`config.mk`:
```
export PLATFORM = sky130hd
export DESIGN_NAME = vec_addsub_pipe
export DESIGN_NICKNAME = d
export VERILOG_FILES = /design/src/rtl/vec_addsub_pkg.sv /design/src/rtl/vec_addsub_lane64.sv /design/src/rtl/vec_addsub_pipe.sv
export SDC_FILE = /design/constraint.sdc
export NUM_CORES = 2
export LEC_CHECK = 0
export ABC_AREA = 1
export CORE_AREA = 3 3 632 634
export CTS_CLUSTER_DIAMETER = 200
export DETAILED_ROUTE_END_ITERATION = 7
export DIE_AREA = 0 0 635 637
export PLACE_DENSITY_LB_ADDON = 0.25
export REMOVE_ABC_BUFFERS = 1
export SYNTH_ARGS = -nofsm -noshare
export SYNTH_HDL_FRONTEND = slang
export SYNTH_SLANG_ARGS = --single-unit
```
`constraint.sdc`:
```
create_clock -name clk -period 52.5 [get_ports clk]
set_clock_uncertainty 0.05 [all_clocks]
set_input_delay 15.75 -clock clk [delete_from_list [all_inputs] [get_ports clk]]
set_output_delay 15.75 -clock clk [all_outputs]
set_load 0.01 [all_outputs]
```
`src/rtl/vec_addsub_pkg.sv`:
```
`default_nettype none
// +------------------------------------------------------------------------+
// | vec_addsub_pkg : shared types and helpers for the vector add/sub pipe  |
// | Revision       : 1.0                                                    |
// +------------------------------------------------------------------------+
package vec_addsub_pkg;

  localparam int MIN_SEW = 8;

  typedef enum logic [1:0] {
    SEW_8  = 2'b00,
    SEW_16 = 2'b01,
    SEW_32 = 2'b10,
    SEW_64 = 2'b11
  } sew_e;

  typedef enum logic [1:0] {
    OP_ADD  = 2'b00,
    OP_SUB  = 2'b01,
    OP_RSUB = 2'b10,
    OP_RSVD = 2'b11
  } addsub_op_e;

  function automatic int unsigned sew_bits(sew_e s);
    case (s)
      SEW_8:   return 8;
      SEW_16:  return 16;
      SEW_32:  return 32;
      SEW_64:  return 64;
      default: return 8;
    endcase
  endfunction

endpackage
`default_nettype wire

```
`src/rtl/vec_addsub_lane64.sv`:
```
`default_nettype none
// +------------------------------------------------------------------------+
// | vec_addsub_lane64 : 64-bit segmented add/sub slice, SEW 8/16/32/64      |
// | Optional saturation with VEC_ADDSUB_SAT_EN. Revision: 1.0              |
// +------------------------------------------------------------------------+
module vec_addsub_lane64
  import vec_addsub_pkg::*;
(
  input  logic [63:0] i_a,
  input  logic [63:0] i_b,
  input  logic [7:0]  i_mask,
  input  sew_e        i_sew,
  input  addsub_op_e  i_op,
`ifdef VEC_ADDSUB_SAT_EN
  input  logic        i_sat,
  input  logic        i_sgn,
  output logic [7:0]  o_ovf,
`endif
  output logic [63:0] o_res
);

  logic [2:0]  w_nbm;
  logic        w_sub;
  logic [63:0] w_x;
  logic [63:0] w_y;
  logic [63:0] w_sum;
  logic        w_c;
  logic [2:0]  w_top;
  logic [2:0]  w_start;
`ifdef VEC_ADDSUB_SAT_EN
  logic [7:0]  w_co;
  logic        w_xm;
  logic        w_ym;
  logic        w_sm;
  logic        w_ovf_e;
`endif

  always_comb begin
    w_nbm = 3'((sew_bits(i_sew) / MIN_SEW) - 1);
    w_sub = (i_op == OP_SUB) || (i_op == OP_RSUB);
    w_x   = (i_op == OP_RSUB) ? i_b : i_a;
    w_y   = (i_op == OP_RSUB) ? i_a : i_b;
    if (w_sub) w_y = ~w_y;
  end

  // Byte-wise carry chain, restarted with the subtract carry-in at each element LSB.
  always_comb begin
    w_sum = '0;
    w_c   = 1'b0;
`ifdef VEC_ADDSUB_SAT_EN
    w_co  = '0;
`endif
    for (int k = 0; k < 8; k++) begin
      if ((3'(k) & w_nbm) == 3'd0) w_c = w_sub;
      {w_c, w_sum[k*8 +: 8]} = {1'b0, w_x[k*8 +: 8]} + {1'b0, w_y[k*8 +: 8]} + {8'd0, w_c};
`ifdef VEC_ADDSUB_SAT_EN
      w_co[k] = w_c;
`endif
    end
  end

  always_comb begin
    o_res   = i_a;
    w_top   = '0;
    w_start = '0;
`ifdef VEC_ADDSUB_SAT_EN
    o_ovf   = '0;
    w_xm    = 1'b0;
    w_ym    = 1'b0;
    w_sm    = 1'b0;
    w_ovf_e = 1'b0;
`endif
    for (int k = 0; k < 8; k++) begin
      w_top   = 3'(k) | w_nbm;
      w_start = 3'(k) & ~w_nbm;
      if (i_mask[w_start]) begin
        o_res[k*8 +: 8] = w_sum[k*8 +: 8];
`ifdef VEC_ADDSUB_SAT_EN
        w_xm    = w_x[{w_top, 3'b111}];
        w_ym    = w_y[{w_top, 3'b111}];
        w_sm    = w_sum[{w_top, 3'b111}];
        w_ovf_e = i_sgn ? ((w_xm == w_ym) && (w_sm != w_xm))
                        : (w_sub ? !w_co[w_top] : w_co[w_top]);
        if (i_sat && w_ovf_e) begin
          if (!i_sgn)
            o_res[k*8 +: 8] = w_sub ? 8'h00 : 8'hFF;
          else if (3'(k) == w_top)
            o_res[k*8 +: 8] = w_xm ? 8'h80 : 8'h7F;
          else
            o_res[k*8 +: 8] = w_xm ? 8'h00 : 8'hFF;
          if (3'(k) == w_start) o_ovf[k] = 1'b1;
        end
`endif
      end
    end
  end

endmodule
`default_nettype wire

```
`src/rtl/vec_addsub_pipe.sv`:
```
`default_nettype none
// +------------------------------------------------------------------------+
// | vec_addsub_pipe : elastic STAGES-deep lane-wise vector add/sub pipeline |
// | Saturation ports/logic with VEC_ADDSUB_SAT_EN. Revision: 1.0           |
// +------------------------------------------------------------------------+
module vec_addsub_pipe
  import vec_addsub_pkg::*;
#(
  parameter int WIDTH  = 512,
  parameter int STAGES = 2
) (
  input  logic               clk,
  input  logic               reset,
  input  logic               in_valid,
  output logic               in_ready,
  input  logic [1:0]         op,
  input  logic [1:0]         sew,
`ifdef VEC_ADDSUB_SAT_EN
  input  logic               sat,
  input  logic               sgn,
`endif
  input  logic [WIDTH-1:0]   a,
  input  logic [WIDTH-1:0]   b,
  input  logic [WIDTH/8-1:0] mask,
  output logic               out_valid,
  input  logic               out_ready,
`ifdef VEC_ADDSUB_SAT_EN
  output logic               out_vxsat,
`endif
  output logic [WIDTH-1:0]   out_data
);

  localparam int NLANE = WIDTH / 64;
  localparam int NBYTE = WIDTH / 8;

  logic [STAGES-1:0] r_vld;
  logic [STAGES-1:0] w_take;
  logic [WIDTH-1:0]  r_a;
  logic [WIDTH-1:0]  r_b;
  logic [NBYTE-1:0]  r_mask;
  logic [1:0]        r_op;
  logic [1:0]        r_sew;
  logic [WIDTH-1:0]  w_res;
`ifdef VEC_ADDSUB_SAT_EN
  logic              r_sat;
  logic              r_sgn;
  logic [NBYTE-1:0]  w_ovf;
  logic              w_vxsat;
`endif

  // A stage can take a beat when empty or when it is itself moving on.
  always_comb begin
    w_take = '0;
    w_take[STAGES-1] = !r_vld[STAGES-1] || out_ready;
    for (int s = STAGES - 2; s >= 0; s--) begin
      w_take[s] = !r_vld[s] || w_take[s+1];
    end
  end

  assign in_ready  = w_take[0];
  assign out_valid = r_vld[STAGES-1];

  always_ff @(posedge clk) begin
    if (reset) begin
      r_vld <= '0;
    end else begin
      if (w_take[0]) r_vld[0] <= in_valid;
      for (int s = 1; s < STAGES; s++) begin
        if (w_take[s]) r_vld[s] <= r_vld[s-1];
      end
    end
  end

  always_ff @(posedge clk) begin
    if (reset) begin
      r_a    <= '0;
      r_b    <= '0;
      r_mask <= '0;
      r_op   <= '0;
      r_sew  <= '0;
`ifdef VEC_ADDSUB_SAT_EN
      r_sat  <= 1'b0;
      r_sgn  <= 1'b0;
`endif
    end else if (w_take[0] && in_valid) begin
      r_a    <= a;
      r_b    <= b;
      r_mask <= mask;
      r_op   <= op;
      r_sew  <= sew;
`ifdef VEC_ADDSUB_SAT_EN
      r_sat  <= sat;
      r_sgn  <= sgn;
`endif
    end
  end

  generate
    for (genvar g = 0; g < NLANE; g++) begin : g_lane
      vec_addsub_lane64 u_lane (
        .i_a    (r_a[g*64 +: 64]),
        .i_b    (r_b[g*64 +: 64]),
        .i_mask (r_mask[g*8 +: 8]),
        .i_sew  (sew_e'(r_sew)),
        .i_op   (addsub_op_e'(r_op)),
`ifdef VEC_ADDSUB_SAT_EN
        .i_sat  (r_sat),
        .i_sgn  (r_sgn),
        .o_ovf  (w_ovf[g*8 +: 8]),
`endif
        .o_res  (w_res[g*64 +: 64])
      );
    end
  endgenerate

`ifdef VEC_ADDSUB_SAT_EN
  assign w_vxsat = |w_ovf;
`endif

  generate
    if (STAGES == 1) begin : g_direct
      assign out_data = w_res;
`ifdef VEC_ADDSUB_SAT_EN
      assign out_vxsat = w_vxsat;
`endif
    end else begin : g_regs
      // r_data[k] is stage k+1; stage 0 keeps the operands.
      logic [WIDTH-1:0] r_data [STAGES-1];
`ifdef VEC_ADDSUB_SAT_EN
      logic             r_vxs  [STAGES-1];
`endif

      always_ff @(posedge clk) begin
        if (reset) begin
          for (int k = 0; k < STAGES - 1; k++) begin
            r_data[k] <= '0;
`ifdef VEC_ADDSUB_SAT_EN
            r_vxs[k]  <= 1'b0;
`endif
          end
        end else begin
          if (w_take[1] && r_vld[0]) begin
            r_data[0] <= w_res;
`ifdef VEC_ADDSUB_SAT_EN
            r_vxs[0]  <= w_vxsat;
`endif
          end
          for (int k = 1; k < STAGES - 1; k++) begin
            if (w_take[k+1] && r_vld[k]) begin
              r_data[k] <= r_data[k-1];
`ifdef VEC_ADDSUB_SAT_EN
              r_vxs[k]  <= r_vxs[k-1];
`endif
            end
          end
        end
      end

      assign out_data = r_data[STAGES-2];
`ifdef VEC_ADDSUB_SAT_EN
      assign out_vxsat = r_vxs[STAGES-2];
`endif
    end
  endgenerate

endmodule
`default_nettype wire

```
== After elaboration in Yosys (flattened, before gate mapping) ==
Memory sizes are Yosys's and may differ from the RTL's.
Cells that the tools add are included.

* Register bits: 1,094
* RAM bits: 512
* Bits of input ports: 1,096
* Output and inout port bits: 514
* Memories kept: 1

{| class="wikitable"
|+ Memories
! name !! words !! bits a word !! read ports !! clocked after memory_dff !! wr ports !! line !! source
|-
| g_regs.r_data || 1 || 512 || 1 || 0 || 1 || vec_addsub_pipe.sv:128 || <nowiki>logic [WIDTH-1:0] r_data [STAGES-1];</nowiki>
|}

* Add/subtract/negate cells: 129
* Order comparisons: 7
* Eq/ne operators: 5
* Mux-type cells: 264
* Bitwise operators: 9
* Reductions and logical operators: 16

{| class="wikitable"
|+ Operators by type and width
! cell !! number
|-
| 64-bit 2-to-1 mux || 24
|-
| 512-bit 2-to-1 mux || 1
|-
| 8-bit 2-to-1 mux || 64
|-
| 64-bit NOT || 8
|-
| 512-bit OR reduction || 1
|-
| 8-bit by 8-bit adder with 9-bit output || 56
|-
| 9-bit by 1-bit adder with 9-bit output || 56
|-
| 1-bit 2-to-1 mux || 142
|-
| 8-bit by 1-bit adder with 8-bit output || 8
|-
| 8-bit adder || 8
|-
| 1-bit binary-select mux with 2-bit select || 24
|-
| 1-bit binary-select mux with 3-bit select || 8
|-
| 6-bit one-hot mux with 4 select lines || 1
|-
| 3-bit zero test || 7
|-
| 3-bit by 4-bit < comparator with 1-bit output, second input constant || 4
|-
| 2-bit by 4-bit < comparator with 1-bit output, second input constant || 2
|-
| 2-bit == test, second input constant || 3
|-
| 2-bit by 1-bit == test with 1-bit output, second input constant || 2
|-
| 1-bit by 4-bit < comparator with 1-bit output, second input constant || 1
|-
| 1-bit logical OR || 3
|-
| 3-bit NOT || 1
|-
| 3-bit by 1-bit subtractor with 3-bit output, second input constant || 1
|-
| 1-bit logical AND || 2
|-
| 1-bit zero test || 2
|-
| 2-bit zero test || 1
|}

== Logic depth before layout (Yosys ltp) ==
* Depth in word-level cells: 22
* Depth in mapped cells: 84
* Depth with buffers taken out: 82

== Cells and area by module ==
Synthesis repeated with hierarchy kept, for this count alone.

* Cells, all modules: 16,689
* Area, all modules: 112,425.3 µm²

{| class="wikitable"
|+ Modules (own cells, without submodules)
! module !! times used !! cells each !! area each (µm²)
|-
| vec_addsub_pipe || 1 || 8,763 || 67,876.3
|-
| vec_addsub_lane64 (g_lane[4].u_lane ...) || 3 || 998 || 5,582.9
|-
| vec_addsub_lane64 (g_lane[2].u_lane) || 1 || 982 || 5,610.4
|-
| vec_addsub_lane64 (g_lane[0].u_lane) || 1 || 986 || 5,586.6
|-
| vec_addsub_lane64 (g_lane[3].u_lane) || 1 || 994 || 5,574.1
|-
| vec_addsub_lane64 (g_lane[7].u_lane) || 1 || 982 || 5,524.0
|-
| vec_addsub_lane64 (g_lane[1].u_lane) || 1 || 988 || 5,505.3
|}

== Worst setup path after synthesis ==
No wires, ideal clock.

* Path type: in2out
* Start point: input port out_ready
* End point: output port in_ready
* Arrival: 15.948 ns
* Required time: 36.700 ns
* Slack: 20.752 ns
* Cell stages on the path: 2
* Path through: inv_1 > nand3_1

* Word-level cells in the longest chain between the ends: 2

{| class="wikitable"
|+ RTL lines
! element !! line !! source
|-
| start, declared || vec_addsub_pipe.sv:26 || <nowiki>input logic out_ready,</nowiki>
|-
| 1-bit logical OR || vec_addsub_pipe.sv:54 || <nowiki>w_take[STAGES-1] = !r_vld[STAGES-1] || out_ready;</nowiki>
|-
| 1-bit logical OR || vec_addsub_pipe.sv:56 || <nowiki>w_take[s] = !r_vld[s] || w_take[s+1];</nowiki>
|-
| end, declared || vec_addsub_pipe.sv:15 || <nowiki>output logic in_ready,</nowiki>
|}

No other way between the ends.

== Worst setup path in the final report ==
Same ends and word-level chain as after synthesis.

==> results.md <==
* Status: finished, final reports clean
* Number of nets in the layout at 15.8k
* Path class of the lowest-slack min-delay path: flop to flop
* Cell at the root of the clock tree: clkbuf_16
* Routability cong. at ~0.90
* Portion of the clock cycle consumed by the worst path in the final layout at ~63%
* Slew Limit Fails at 0
* Transition time of the tightest slew-check pin at between 1000 and 1500 ps
* Element type at the critical path start: input port
* Min setup slack post-route at between 15000 and 20000 ps
* Final Hold Vio Count at 0
* Count of flip-flops with a built-in enable after synthesis at 512
* Most instantiated library cell after synthesis: o21ai_0
* Quantity of hold-fixing buffers added after cts at 0
* Largest stage delay, worst path at 590 ps
* FMAX at a little over 30 MHz
* Die outline width at 635 um
* Peak supply drop at 0.0253 mV
* Final Util at 31.6%
* Drt total wl at 463 mm
* Global-route total usage across every layer at between 20 and 25%
* Top flip-flop cell by instance count after synthesis: dfxtp_1
* CTS H-tree depth at 4
* Yosys top cell by area: dfxtp_1
* Crit path top cell by count: clkdlybuf4s50_1
* Layout Cells excl Fill at 19.7k
* Number of gates resized after CTS at 0
* Final antenna-violating net count at 0
* Pre-antenna DRT Iters at 8
* Antenna violations before repair at 239
* Routed length per instance at 23.5 um
* Worst slew margin at 24.3%
* Fraction of layout cells with a size suffix above 1 at 4.17%
* DR iter-0 viols at 6459
* Final-report setup violation count at 0
* Number of clock sinks at roughly 1.6k
* Number of buffers on the longest clock path at 4
* Leakage power total at 53.4 nW
* Share of flip-flops with an asynchronous set or reset after synthesis at 0%
* Initial core utilization at between 20% and 30%
* Total global routing overflow at 0
* Die Span Y at 637 um
* Critical path required time at 36700 ps
* Sum of net half-perimeters after detailed placement at 352 mm
* Commonest cells post-synth: o21ai_0, nand2_1, inv_1
* Max-capacitance violation count at 0
* Die outline area at just over 400000 um^2
* Remaining routing DRC violations at 0
* CTS tree: built
* Synth Cell Area at roughly 97000 um^2
* Top fanout value on the critical path at 3
* Portion of the post-synthesis area used by sequential elements at 38.6%
* Post-synthesis sequential element count at about 1.6k
* Setup Slack @ Placement at around 20000 ps
* Port-buffer cells at 1609
* Category of the critical setup timing path: input port to output port
* Clock-pin slew of the registers on the worst-case setup and hold paths at ~60 ps
* Pin count of the biggest net entering global routing at 211
* Pwr per Cell Area at 33.6 nW/um^2
* Number of placed instances with taps included at 19.2k
* Largest cells by area after synthesis: dfxtp_1, edfxtp_1, o21ai_0, nand2_1, a21oi_1
* Core region area at about 390000 um^2
* Via total after detailed routing at approximately 90k
* RSZ-0062 raised after global routing: no
* Clock latency on the worst-skew pair at slightly above 900 ps
* Synthesized instance count at 12.9k
* Buffers inserted during post-CTS setup optimization at 0
* Cell with the largest stage delay on the worst path: clkdlybuf4s50_1
* Average vias per placed instance at around 4.7
* Vias in the first global route at about 85k
* Arrival time at the worst endpoint at ~17000 ps
* Layout Area Growth over Synthesis at 28.9%
* Area share of the largest cell type after synthesis at approximately 23%
* Total negative slack for setup checks at 0 ps
* Clock buffers created by TritonCTS at 207
* Global-route wire length before repair at 646 mm
* Tmin final at 32880 ps
* Distinct cell type count of the synthesized netlist at 45
* Endpoint type of the worst setup path: output port
* Top-level I/O count at 1610
* Average footprint of a synthesized cell at 7.46 um^2
* CP Cell Sequence: clkdlybuf4s50_1, inv_1, nand3_1, clkdlybuf4s50_1
* Row Count at ~230
* Number of warning messages in the yosys log at 0
registers in the layout, indices dropped and copies added, names as in the netlist:
| signal | cells |
|---|---|
| r_vld | 2 |
| r_mask | 64 |
| r_sew | 2 |
| g_regs.r_data | 512 |
| r_a | 512 |
| r_b | 512 |
| r_op | 2 |
critical path: cells and delay by family:
kind,cells,cell delay [ps]
buffers and inverters,3,1100
AND/OR/NAND/NOR,1,220
cell families (layout without fill, tap and decap cells):
kind of cell	Yosys count	count (layout)	share of synthesized area, %
compound gates	4145	4145	22.2
xor+xnor	786	786	7.13
fa+ha+maj	562	562	8.21
buf+inv	2136	3508	8.72
flops	1606	1606	38.6
other cells	0	124	0
simple gates	3708	3708	15.2
power breakdown:
part / leakage, nW / switching [mW] / internal (mW)
Combinational: 35.5 / 0.776 / 0.480
Clock: 3.38 / 0.632 / 0.862
Sequential: 14.5 / 0.0524 / 1.38
Total: 53.4 / 1.46 / 2.72
cell usage in the layout, fill, tap and decap left out, types with 15 or more instances in the layout:
master | netlist | layout
o21ai_0 | 2590 | 2589
nand2_1 | 1963 | 1960
clkdlybuf4s50_1 | 0 | 1609
inv_1 | 1327 | 1324
nor2_1 | 1269 | 1269
a21oi_1 | 1242 | 1242
dfxtp_1 | 1094 | 1092
xor2_1 | 691 | 691
edfxtp_1 | 512 | 512
ha_1 | 442 | 440
nand3_1 | 339 | 339
clkbuf_16 | 0 | 215
buf_4 | 16 | 141
diode_2 | 0 | 124
fa_1 | 120 | 120
xnor2_1 | 95 | 95
o21bai_1 | 87 | 87
o21ai_1 | 77 | 77
nand4_1 | 69 | 69
clkbuf_1 | 494 | 52
a21o_1 | 40 | 40
a31oi_1 | 36 | 36
clkinv_2 | 0 | 36
inv_2 | 33 | 29
clkbuf_8 | 0 | 26
o21ai_2 | 22 | 23
clkinv_1 | 1 | 19
or2_2 | 18 | 18
bufinv_16 | 0 | 15
cell type report:
type | count | area, um^2
Antenna cell | 124 | 310
Clock buffer | 293 | 5930
Clock inverter | 92 | 977
Fill cell | 42600 | 270000
Inverter | 1364 | 5180
Multi-Input combinational cell | 9201 | 51000
Sequential cell | 1606 | 37300
Tap cell | 5242 | 6560
Timing Repair Buffer | 1759 | 17300
layer usage:
layer	share of wire, %	GRT usage, %	vias up
li1	-	-	45300
met1	43	27.7	43500
met2	46	36.0	2553
met3	6.0	4.44	765
met4	4.4	9.66	40
met5	0.060	0	-
worst paths after layout:
path,startpoint,end,slack [ps],depth (start not counted)
setup / recovery,out_ready,in_ready,19620,4
hold / removal,r_mask[29],r_mask[29],410,2
setup reg to reg,r_op[0],g_regs.r_data[0][444],34880,71
hold reg to reg,r_mask[29],r_mask[29],410,2
metrics by stage:
stage               hold WS (ps)  area, um^2  power, mW
finish                       409      125000       4.18
global route                 441      124000       4.43
CTS                          410      124000       4.23
detailed placement           402      117000       2.71
global placement             395      117000       2.71
floorplan                    376       93300       2.28
Power figures use the tool's default switching activity.
